===== config.mk =====
export PLATFORM = sky130hd
export DESIGN_NAME = node_loader
export DESIGN_NICKNAME = d
export VERILOG_FILES = /design/src/rtl/node_loader.sv
export SDC_FILE = /design/constraint.sdc
export NUM_CORES = 1
export LEC_CHECK = 0
export CORE_MARGIN = 3
export CORE_UTILIZATION = 30
export CTS_CLUSTER_DIAMETER = 30
export DETAILED_ROUTE_END_ITERATION = 16
export PLACE_DENSITY = 0.57
export SYNTH_ARGS = -nofsm -noshare
export SYNTH_HDL_FRONTEND = slang
export SYNTH_SLANG_ARGS = --single-unit

===== constraint.sdc =====
create_clock -name clk -period 2.5 [get_ports clk]
set_clock_uncertainty 0.05 [all_clocks]
set_input_delay 0.5 -clock clk [delete_from_list [all_inputs] [get_ports clk]]
set_output_delay 0.5 -clock clk [all_outputs]
set_load 0.01 [all_outputs]

===== src/rtl/node_loader.sv =====
// rtl/node_loader.sv - byte-stream loader that packs operands, fires a node and returns its result
// Optional feature macro: NODE_LOADER_BIAS_EN (33-byte jobs with a loaded bias byte; otherwise 32 bytes and bias = 0)
module node_loader #(
  parameter int unsigned RES_LAT = 3
) (
  input  logic         clk,
  input  logic         rst,
  input  logic [0:7]   s_data,
  input  logic         s_valid,
  output logic         s_ready,
  output logic [0:127] inA,
  output logic [0:127] inB,
  output logic [0:7]   bias,
  output logic         rdy,
  input  logic [0:7]   res,
  output logic [0:7]   m_data,
  output logic         m_valid,
  input  logic         m_ready
);

  localparam logic [1:0] ST_LOAD = 2'd0;
  localparam logic [1:0] ST_FIRE = 2'd1;
  localparam logic [1:0] ST_WAIT = 2'd2;
  localparam logic [1:0] ST_OUT  = 2'd3;

  localparam logic [3:0] LAT = 4'(RES_LAT);

`ifdef NODE_LOADER_BIAS_EN
  localparam logic [5:0] LAST_IDX = 6'd32;
`else
  localparam logic [5:0] LAST_IDX = 6'd31;
`endif

  logic [1:0]   state_q, state_d;
  logic [5:0]   idx_q, idx_d;
  logic [3:0]   cnt_q, cnt_d;
  logic [0:127] in_a_q, in_a_d;
  logic [0:127] in_b_q, in_b_d;
  logic [0:7]   m_data_q, m_data_d;
  logic [6:0]   lane_base;

  // byte lane inside the 128-bit operand selected by the low four index bits
  assign lane_base = {idx_q[3:0], 3'b000};

`ifdef NODE_LOADER_BIAS_EN
  logic [0:7] bias_q, bias_d;
  assign bias = bias_q;
`else
  assign bias = 8'h00;
`endif

  assign s_ready = (state_q == ST_LOAD);
  assign rdy     = (state_q == ST_FIRE);
  assign m_valid = (state_q == ST_OUT);
  assign inA     = in_a_q;
  assign inB     = in_b_q;
  assign m_data  = m_data_q;

  // next-state: byte packing, fire pulse, latency count and result handshake
  always_comb begin
    state_d  = state_q;
    idx_d    = idx_q;
    cnt_d    = cnt_q;
    in_a_d   = in_a_q;
    in_b_d   = in_b_q;
    m_data_d = m_data_q;
`ifdef NODE_LOADER_BIAS_EN
    bias_d   = bias_q;
`endif
    case (state_q)
      ST_LOAD: begin
        if (s_valid) begin
          if (!idx_q[5]) begin
            if (!idx_q[4]) begin
              in_a_d[lane_base +: 8] = s_data;
            end else begin
              in_b_d[lane_base +: 8] = s_data;
            end
          end
`ifdef NODE_LOADER_BIAS_EN
          else begin
            bias_d = s_data;
          end
`endif
          if (idx_q == LAST_IDX) begin
            idx_d   = 6'd0;
            state_d = ST_FIRE;
          end else begin
            idx_d = idx_q + 6'd1;
          end
        end
      end
      ST_FIRE: begin
        // the rdy cycle itself counts as cycle 0, so the first wait cycle is 1
        cnt_d   = 4'd1;
        state_d = ST_WAIT;
      end
      ST_WAIT: begin
        if (cnt_q == LAT) begin
          m_data_d = res;
          cnt_d    = 4'd0;
          state_d  = ST_OUT;
        end else begin
          cnt_d = cnt_q + 4'd1;
        end
      end
      default: begin
        if (m_ready) begin
          state_d = ST_LOAD;
        end
      end
    endcase
  end

  // state registers with synchronous reset that discards any job in flight
  always_ff @(posedge clk) begin
    if (rst) begin
      state_q  <= ST_LOAD;
      idx_q    <= 6'd0;
      cnt_q    <= 4'd0;
      in_a_q   <= '0;
      in_b_q   <= '0;
      m_data_q <= '0;
`ifdef NODE_LOADER_BIAS_EN
      bias_q   <= '0;
`endif
    end else begin
      state_q  <= state_d;
      idx_q    <= idx_d;
      cnt_q    <= cnt_d;
      in_a_q   <= in_a_d;
      in_b_q   <= in_b_d;
      m_data_q <= m_data_d;
`ifdef NODE_LOADER_BIAS_EN
      bias_q   <= bias_d;
`endif
    end
  end

endmodule

After elaboration in Yosys (flattened, before gate mapping)
Index checks and enable logic that the tools add are counted.

operators by class
  $add $sub $neg = 3
  muxes and demuxes = 10
  reductions and logical operators = 8
  equal/unequal tests = 8
  shift operators = 2
  bitwise operators = 3

operator list
  operator                                                 number
  bitwise mux 128 bit                                      2
  variable shift 129 x 9 -> 128 bit, first input constant  1
  variable part select 129 x 9 -> 128 bit                  1
  AND reduction 4 bit                                      3
  negator 8 -> 9 bit                                       1
  2-to-1 mux 2 bit                                         4
  NOT 7 -> 8 bit                                           1
  case mux 4 bit (2 select lines)                          1
  adder 6 x 1 -> 6 bit, second input constant              1
  == test 6 x 5 -> 1 bit, second input constant            1
  2-to-1 mux 6 bit                                         1
  case mux 2 bit (3 select lines)                          1
  adder 4 x 1 -> 4 bit, second input constant              1
  == test 2 bit, second input constant                     2
  == test 4 x 2 -> 1 bit, second input constant            1
  2-to-1 mux 4 bit                                         1
  != test 2 bit, second input constant                     2
  AND reduction 2 bit                                      2
  nonzero test 4 bit                                       1
  == test 2 x 1 -> 1 bit, second input constant            1
  logical NOT 2 bit                                        1
  != test 2 x 1 -> 1 bit, second input constant            1
  NOT 1 bit                                                2
  nonzero test 2 bit                                       1

word-level totals
  logic and storage cells = 40
  input port bits = 20
  flip-flop bits (word level) = 276
  output and inout bits = 275

Depth between registers and ports, before layout
Gate-level depths: netlist of the first run.

  depth after elaboration = 4
  mapped depth = 9
  mapped depth without buffers = 6

Worst setup path before layout of the first run
No wires, ideal clock.

  path type = register -> register
  start point = reg state_q[0]
  end point = reg in_a_q, in the netlist inA[40]
  library setup time = 0.128 ns
  arrival = 1.936 ns
  period minus slack after synthesis = 2.114 ns
  stages on the path, launching flop included = 10
  path slack = 0.386 ns
  path buffers = 3
  required time = 2.322 ns
  cell sequence = dfxtp_1 -> inv_1 -> ha_1 -> buf_2 -> and2_1 -> buf_2 -> buf_2 -> nand4_1 -> mux2i_1 -> nor2_1

between the ends
  longest elaborated chain between the ends = 2

ends and longest elaborated chain
  item                           RTL line  RTL
  start, declared                34        logic [1:0] state_q, state_d;
  start signal, assigned         128       state_q <= state_d;
  logical NOT 2 bit              -
  net s_ready                    10        output logic s_ready,
  AND reduction 4 bit (no line)  -
  end signal, assigned           131       in_a_q <= in_a_d;
  end, declared                  37        logic [0:127] in_a_q, in_a_d;

The timed path passes the listed nets, and every way through them passes these cells.
A chain may end at the register's enable or synchronous reset.

Worst setup path in the final report of the first run
  start point = reg state_q[1]
  end point = out rdy

between the ends
  longest elaborated chain between the ends = 1

ends and longest elaborated chain
  item                    RTL line  RTL
  == test 2 x 1 -> 1 bit  53        assign rdy = (state_q == ST_FIRE);
  end, declared           14        output logic rdy,

No other way between the ends.

==> results of run 1 <==
-- metal layers --
| metal | vias to the layer above | global-route usage | routed length, um | part of all wire |
|---|---|---|---|---|
| li1 | 4343 | - | - | - |
| met1 | 4170 | 0.233 | 15800 | 0.44 |
| met2 | 293 | 0.284 | 16200 | 0.45 |
| met3 | 62 | 0.0732 | 3080 | 0.086 |
| met4 | 2 | 0.0565 | 787 | 0.022 |
| met5 | - | 0 | 13 | 0.00036 |
-- cell type report --
class | count | area, um2 | area share
Tap cell | 455 | 569 | 0.0337
Inverter | 8 | 30.0 | 0.00178
Clock inverter | 33 | 405 | 0.0240
Timing Repair Buffer | 339 | 3400 | 0.201
Multi-Input combinational cell | 731 | 5040 | 0.298
Sequential cell | 276 | 5530 | 0.327
Clock buffer | 90 | 1920 | 0.114
-- final timing paths --
check | from | to | slack [ns] | cells past startpoint
worst max-delay path | state_q[1]$_SDFFE_PP0P_ | rdy | 0.15 | 3
worst min-delay path | rst | inB[29]$_SDFFE_PP0P_ | 0.34 | 3
worst max register to register | idx_q[1]$_SDFFE_PP0P_ | state_q[0]$_SDFFE_PP0P_ | 0.24 | 5
worst min register to register | inA[124]$_SDFFE_PP0P_ | inA[124]$_SDFFE_PP0P_ | 0.43 | 2
-- per-stage QoR --
stage / power (W) / hold slack [ns] / cell area (um2)
floorplan: 0.00496 / 0.408 / 10900
global placement: 0.00524 / 0.415 / 14500
detailed placement: 0.00524 / 0.418 / 14500
CTS: 0.0142 / 0.318 / 16900
global route: 0.0144 / 0.363 / 16900
finish: 0.0140 / 0.343 / 16900
-- registers in the layout, summed over array words and instances, names as in the netlist --
| signal | cells |
|---|---|
| idx_q | 6 |
| inA | 128 |
| inB | 128 |
| cnt_q | 4 |
| m_data | 8 |
| state_q | 2 |
-- worst max-delay path, delay by kind of cell, from the launching register on --
family / cells / cell delay [ns]
DFF: 1 / 0.35
buffers and inverters: 2 / 0.68
adders and majority gates: 1 / 0.22
-- kinds of logic after synthesis --
kind of cell | share of synthesized area
simple gates | 0.206
other cells | 0.000346
buf+inv | 0.0289
flops | 0.510
mux | 0.216
fa+ha+maj | 0.0139
compound gates | 0.0248
-- power breakdown --
part	internal (W)	total (W)	switching, W
Clock	0.00610	0.00881	0.00271
Combinational	0.000243	0.000677	0.000434
Sequential	0.00445	0.00449	0.0000366
-- repair_timing --
item                       4_1_cts  5_1_grt
hold endpoints to repair         0        0
hold buffers                     0        0
setup endpoints to repair        1        1
resized for setup                2        1
-- cell usage after synthesis (all sizes together) --
cell,instances,area share
nor2b,5,0.0029
buf,20,0.012
or2,1,0.00058
nor4,6,0.012
o21a,1,0.00069
o21ai,36,0.017
nor3b,2,0.0014
o31ai,2,0.0014
nand2b,49,0.028
nand4,13,0.0075
and2,26,0.015
conb,1,0.00035
and3,3,0.0017
nand2,25,0.0089
ha,12,0.014
nand3,10,0.0060
or3,2,0.0012
o211ai,1,0.00069
a22oi,1,0.00069
o22ai,1,0.00058
mux2i,234,0.22
nor2,240,0.083
clkbuf,40,0.014
inv,8,0.0028
nor3,13,0.015
dfxtp,276,0.51
nand3b,32,0.022
a32o,1,0.00092
a21oi,7,0.0032
==> impl_metrics.json, run 1 <==
{
  "grt_pass1_vias": 8865,
  "cp_slowest_cell": "clkdlybuf4s50_1",
  "place_inst": 1809,
  "cts_tree": "yes",
  "port-buffer-count": 286,
  "avgSynthCellArea_um2": 10.1,
  "coreArea_um2": 35100,
  "rows": 68,
  "nNetsFinal": 1457,
  "post-dp-hpwl_um": 25000,
  "grt_setup_unrepaired": "no",
  "die_x_um": 196,
  "drv_slew": 0,
  "cts.root.buffer_cell": "clkbuf_16",
  "io_pins": 295,
  "path_max_fanout": 5,
  "drt_iter0_markers": 458,
  "clk_latency_ns": 0.55,
  "wl_per_cell_um": 18.6,
  "finalWirelength_um": 35900,
  "final_cells": 1932,
  "endpoint_kind": "primary output",
  "ys_seq_area_frac": 0.510,
  "hold_viol": 0,
  "status": "completed",
  "most-common-layout-cells": "clkdlybuf4s50_1, dfxtp_1, nor2_1",
  "clk_pin_slew_worst_paths_ns": 0.05,
  "clockBufferDepth": 3,
  "p_leak_nw": 6.63,
  "die_h_um": 196,
  "critPathMaxStageDelay_ns": 0.56,
  "drtAntennaViolNets": 0,
  "syn_to_final_growth_pct": 55.8,
  "grt_overflow": 0,
  "layout-drive-gt1-share": 0.127,
  "worst_slack_ns": 0.152,
  "grt_pass1_wl_um": 54500,
  "synth_cells": 1068,
  "post-route-period-util": 0.939,
  "clock-sinks": 276,
  "cts_max_level": 3,
  "ys_types": 36,
  "powerDensity_nw_per_um2": 828,
  "final_util": 0.482,
  "layout_commonest_cell": "clkdlybuf4s50_1",
  "synth_area_um2": 10800,
  "period_minus_slack_ns": 2.35,
  "num_vias": 8870,
  "first_pass_iters": 5,
  "crit_arrival_ns": 1.80,
  "peakVddDrop_uv": 489,
  "finalSetupTns_ns": 0,
  "antenna_found_initial": 1,
  "synth_warnings": 0,
  "path_cells": "inv_1, ha_1, clkdlybuf4s50_1",
  "dp_slack_ns": 0.134,
  "vias_per_cell": 4.59,
  "drc": 0,
  "initial_utilization": 0.309,
  "fmax_mhz": 426,
  "yosys_register_bits": 276,
  "post_cts_buffers": 0,
  "numCtsBuffers": 69,
  "finalSetupViolCount": 0,
  "required_ns": 1.95,
  "routabilityCongestion": 0.829,
  "path_class": "register to primary output",
  "drv_cap": 0,
  "start_kind": "register",
  "diodes": 0,
  "dieArea_um2": 38400,
  "hold_path.class": "input pin to register",
  "grt_max_degree": 103,
  "track_usage": 0.183,
  "fillers": 3256
}
(Power assumes the default switching activity.)
==> run 2, diff against run 1 <==
--- a/config.mk
+++ b/config.mk
@@ -5,6 +5,7 @@
 export SDC_FILE = /design/constraint.sdc
 export NUM_CORES = 1
 export LEC_CHECK = 0
+export ABC_CLOCK_PERIOD_IN_PS = 2500
 export CORE_MARGIN = 3
 export CORE_UTILIZATION = 30
 export CTS_CLUSTER_DIAMETER = 30
==> results of run 2 <==
Same layout as run 1: the final DEF is identical, and so are final timing and power.
